`src/rtl/pattern_sequencer.sv`:
```
//------------------------------------------------------------------------------
// Module      : pattern_sequencer
// Description : Applies a latched 16-bit pattern, LSB first, to an external
//               Moore FSM and counts the cycles on which its output is high.
//               Optional macro PATSEQ_FSM_RESET_EN adds a one-cycle FSM reset
//               phase before each run.
// Revision    : 1.0 - initial release
//------------------------------------------------------------------------------
`default_nettype none
`timescale 1ns/1ps

module pattern_sequencer (
    input  logic        clock,
    input  logic        reset,
    input  logic        start,
    input  logic [15:0] pattern,
    input  logic [3:0]  length,
    input  logic        fsm_out,
    output logic        fsm_in,
    output logic        fsm_reset,
    output logic        busy,
    output logic        done,
    output logic [4:0]  hit_count
);

    typedef enum logic [2:0] {
        S_IDLE      = 3'd0,
        S_RESET_FSM = 3'd1,
        S_RUN       = 3'd2,
        S_DRAIN     = 3'd3,
        S_DONE      = 3'd4
    } state_t;

    state_t      r_state;
    state_t      w_state_next;

    logic [15:0] r_shift;
    logic [4:0]  r_len;
    logic [4:0]  r_cnt;
    logic [4:0]  r_hits;

    logic        w_start_ok;
    logic        w_last;
    logic        w_sample;
    logic [4:0]  w_len_eff;

    assign w_start_ok = (r_state == S_IDLE) && start;
    assign w_last     = (r_cnt == (r_len - 5'd1));
    assign w_len_eff  = (length == 4'd0) ? 5'd16 : {1'b0, length};

    // The first RUN edge only applies bit 0; its effect is seen one edge later,
    // so sampling skips that edge and picks up the last bit at DRAIN.
    assign w_sample   = ((r_state == S_RUN) && (r_cnt != 5'd0)) || (r_state == S_DRAIN);

    assign hit_count  = r_hits;

    always_ff @(posedge clock or posedge reset) begin
        if (reset) begin
            r_state <= S_IDLE;
        end else begin
            r_state <= w_state_next;
        end
    end

    always_comb begin
        w_state_next = r_state;
        fsm_in       = 1'b0;
        fsm_reset    = 1'b0;
        busy         = 1'b0;
        done         = 1'b0;
        case (r_state)
            S_IDLE: begin
                if (start) begin
`ifdef PATSEQ_FSM_RESET_EN
                    w_state_next = S_RESET_FSM;
`else
                    w_state_next = S_RUN;
`endif
                end
            end
            S_RESET_FSM: begin
                busy         = 1'b1;
`ifdef PATSEQ_FSM_RESET_EN
                fsm_reset    = 1'b1;
`endif
                w_state_next = S_RUN;
            end
            S_RUN: begin
                busy   = 1'b1;
                fsm_in = r_shift[0];
                if (w_last) begin
                    w_state_next = S_DRAIN;
                end
            end
            S_DRAIN: begin
                busy         = 1'b1;
                w_state_next = S_DONE;
            end
            S_DONE: begin
                done         = 1'b1;
                w_state_next = S_IDLE;
            end
            default: begin
                w_state_next = S_IDLE;
            end
        endcase
    end

    always_ff @(posedge clock or posedge reset) begin
        if (reset) begin
            r_shift <= 16'd0;
            r_len   <= 5'd0;
            r_cnt   <= 5'd0;
            r_hits  <= 5'd0;
        end else begin
            if (w_start_ok) begin
                r_shift <= pattern;
                r_len   <= w_len_eff;
                r_cnt   <= 5'd0;
                r_hits  <= 5'd0;
            end else begin
                if (r_state == S_RUN) begin
                    r_shift <= r_shift >> 1;
                    r_cnt   <= r_cnt + 5'd1;
                end
                if (w_sample && fsm_out) begin
                    r_hits <= r_hits + 5'd1;
                end
            end
        end
    end

endmodule

`default_nettype wire

```
`config.mk`:
```
export PLATFORM = sky130hd
export DESIGN_NAME = pattern_sequencer
export DESIGN_NICKNAME = d
export VERILOG_FILES = /design/src/rtl/pattern_sequencer.sv
export SDC_FILE = /design/constraint.sdc
export NUM_CORES = 1
export LEC_CHECK = 0
export ABC_CLOCK_PERIOD_IN_PS = 1610
export CORE_ASPECT_RATIO = 1.2
export CORE_UTILIZATION = 46
export DETAILED_ROUTE_END_ITERATION = 12
export PLACE_DENSITY_LB_ADDON = 0.3
export SLEW_MARGIN = 10
export SYNTH_ARGS = -nofsm -noshare
export SYNTH_HDL_FRONTEND = slang
export SYNTH_SLANG_ARGS = --single-unit
```
`constraint.sdc`:
```
create_clock -name clock -period 1.61 [get_ports clock]
set_input_delay 0.322 -clock clock [delete_from_list [all_inputs] [get_ports clock]]
set_output_delay 0.322 -clock clock [all_outputs]
set_load 0.005 [all_outputs]
```
==> results.ini <==
[drt]
drcViolationCount=0
drt-pass1-iter-count=4
drt_iter0_markers=56
routed_wl_microns=4550
num_vias=1552
routed_via_density=5.64
wl_per_cell_microns=16.6
ant_nets=0

[synthesis]
seq_area_frac_synth=0.506
yosysTopAreaCellShare=0.506
synthMuxAreaShare=0.0127
synth_compound_area_frac=0.134
synthXorXnorAreaFrac=0.0573
synth.avg_cell_area_sq_um=9.83
yosysUniqueCellTypes=36
synthTopCellsByArea=dfrtp_1, nand2_1, a22oi_1
synth_top_family_by_area=simple AND/OR/NAND/NOR gates
yosysWarnings=0
synthSimpleGateAreaFrac=0.211
synth_adder_area_share=0.0298
synthCells=171
ys_ff_latch=34
yosysTopAreaCell=dfrtp_1
syn_nets=199
mappedNetlistArea_sq_um=1680

[die]
chipWidth_microns=57.2
row_count=23
die_y_microns=68.2
core_sq_um=3420
initial_core_util=0.491
die_area_sq_um=3900
ios=33

[timing]
rsz0062_at_grt=yes
fmax_ghz=0.546
fin_crit_sh=1.14
setup_viol=31
finalClockSkew_ns=0.00615
setup_slack_ns=-0.222
finalCriticalPeriod_ns=1.83
finalMaxSlewViolations=0
setup-tns-final_ns=-2.38
hold_viol_final=0

[global_routing]
first_global_vias=1378
grt_pass1_wl_microns=5880
grt_usage=0.206
grt.overflow.total=0
antenna_found_initial=0
grt_max_degree=35

[cts]
cts.sinks=34
cts_tree=yes
ctsHoldBuffers=0
cts_max_level=2
insertion_delay_ns=0.28
clk_root_buffer_cell=clkbuf_8
clk_pin_slew_ns=0.07
cts_buffers=5
max-clock-path-buffers=2

[worst_setup_path]
reg2reg_to=hit_count[4]
r2r_cells=7
end_kind=flip-flop
arrival_ns=2.05
cp-start-kind=flip-flop
r2r_slack_ns=-0.22
r2r-start=r_state[0]
criticalPathCategory=reg -> reg
cp.required_ns=1.83
crit_fanout=6
crit_path_start=r_state[0]

[worst_hold_path]
min_path_type=in -> async

[power_and_ir_drop]
vdd_drop_max_mv=1.17
p_int_w=0.00329
p_sw_w=0.00205
clkPwrFrac=0.121
swShare=0.383
p_per_area_nw_per_um2=2100
power_frac_seq=0.287
combPwrFrac=0.592
p_leak_nw=1.18

[finish]
n_fill_cell=250
final_cell_mix=nand2_1, dfrtp_1, clkdlybuf4s50_1, buf_4, a22oi_1
area_growth_pct=51.2
finalInstanceArea_sq_um=2540
final_net_count=265
n_antenna_cell=0
final_common_cell=nand2_1
drive_gt1_frac=0.286

[outcome]
violations=setup timing
status=finished, violations left

[place]
place_congestion=0.833
io_buffers=31
placed_area_sq_um=2100
post-place-ws_ns=-0.298
hpwlAfterDp_microns=2660

[job]
drv_cap=0

==> area by class of cell <==
cell class	count	area, sq um	share of cell area
Clock buffer	7	86.3	0.0340
Clock inverter	1	5.00	0.00197
Inverter	7	26.3	0.0103
Multi-Input combinational cell	121	833	0.328
Sequential cell	34	852	0.335
Tap cell	37	46.3	0.0182
Timing Repair Buffer	68	691	0.272
==> synth_stat cells <==
| master | count |
|---|---|
| a211oi_1 | 1 |
| a21oi_1 | 4 |
| a22oi_1 | 15 |
| and2_1 | 3 |
| and2b_1 | 1 |
| and3_2 | 1 |
| buf_2 | 3 |
| buf_4 | 1 |
| buf_6 | 1 |
| clkbuf_1 | 5 |
| conb_1 | 1 |
| dfrtp_1 | 34 |
| ha_1 | 4 |
| inv_1 | 7 |
| mux2_2 | 1 |
| mux2i_1 | 1 |
| nand2_1 | 37 |
| nand2b_1 | 1 |
| nand3_1 | 3 |
| nand3b_1 | 1 |
| nand4_1 | 2 |
| nor2_1 | 11 |
| nor3_1 | 2 |
| nor3b_2 | 1 |
| nor4b_1 | 1 |
| nor4b_4 | 1 |
| o211ai_1 | 1 |
| o211ai_4 | 1 |
| o21ai_0 | 8 |
| o221ai_1 | 1 |
| o31ai_1 | 1 |
| or3_2 | 2 |
| or4_1 | 2 |
| or4b_4 | 1 |
| xnor2_1 | 5 |
| xor2_1 | 6 |
==> power by group through the flow <==
stage / Clock (W) / Sequential (W) / Combinational, W
6_report: 0.000644 / 0.00153 / 0.00316
5_1_grt: 0.000698 / 0.00156 / 0.00341
4_1_cts: 0.000659 / 0.00151 / 0.00223
3_5_place_dp: 0 / 0.00153 / 0.00211
3_3_place_gp: 0 / 0.00150 / 0.00201
2_1_floorplan: 0 / 0.00147 / 0.00141
==> metrics by stage <==
| stage | util | std cells | total power [W] | hold WS (ns) |
|---|---|---|---|---|
| 3_3_place_gp | 0.612 | 244 | 0.00351 | 0.462 |
| 2_1_floorplan | - | 171 | 0.00288 | 0.438 |
| 6_report | 0.742 | 275 | 0.00533 | 0.435 |
| 4_1_cts | 0.652 | 255 | 0.00439 | 0.446 |
| 3_5_place_dp | 0.612 | 244 | 0.00364 | 0.471 |
| 5_1_grt | 0.742 | 275 | 0.00567 | 0.488 |
==> per-layer routing <==
layer / global-route usage / part of all wire / up-vias
met1: 0.210 / 0.38 / 760
met5: 0 / 0 / -
met2: 0.396 / 0.53 / 57
met3: 0.0567 / 0.047 / 17
li1: - / - / 718
met4: 0.0915 / 0.043 / 0
==> registers in the layout, indices dropped and copies added, names as in the netlist <==
| register | flops |
|---|---|
| r_state | 3 |
| r_cnt | 5 |
| hit_count | 5 |
| r_len | 5 |
| r_shift | 16 |
==> how the worst max path moves through the flow <==
stage                        end  slack, ns  depth (start not counted)
finish              hit_count[4]      -0.22                          7
CTS                 hit_count[1]      -0.21                          6
global route        hit_count[4]      -0.28                          7
global placement     r_shift[11]      -0.25                          5
detailed placement    r_shift[4]      -0.30                          5
floorplan           hit_count[1]      -0.07                          6
==> critical path, stage by stage (launching register included) <==
cell	delay, ns
dfrtp_2	0.41
buf_6	0.12
buf_6	0.11
or4b_4	0.49
o211ai_4	0.26
buf_4	0.17
o21ai_1	0.08
a21oi_2	0.13
==> kinds of logic after synthesis <==
kind of cell	Yosys count
multiplexers	2
flip-flops	34
buffers and inverters	17
AND/OR/NAND/NOR	70
adder cells (fa/ha/maj)	4
XOR/XNOR	11
AO/OA/AOI/OAI	32
other	1
==> timing repair <==
action,4_1_cts,5_1_grt
cloned,0,4
setup buffers,3,17
gates resized for setup,14,37
pin swaps,2,19
setup endpoints to repair,25,31
Note: power is estimated with default switching activity, not from simulation.
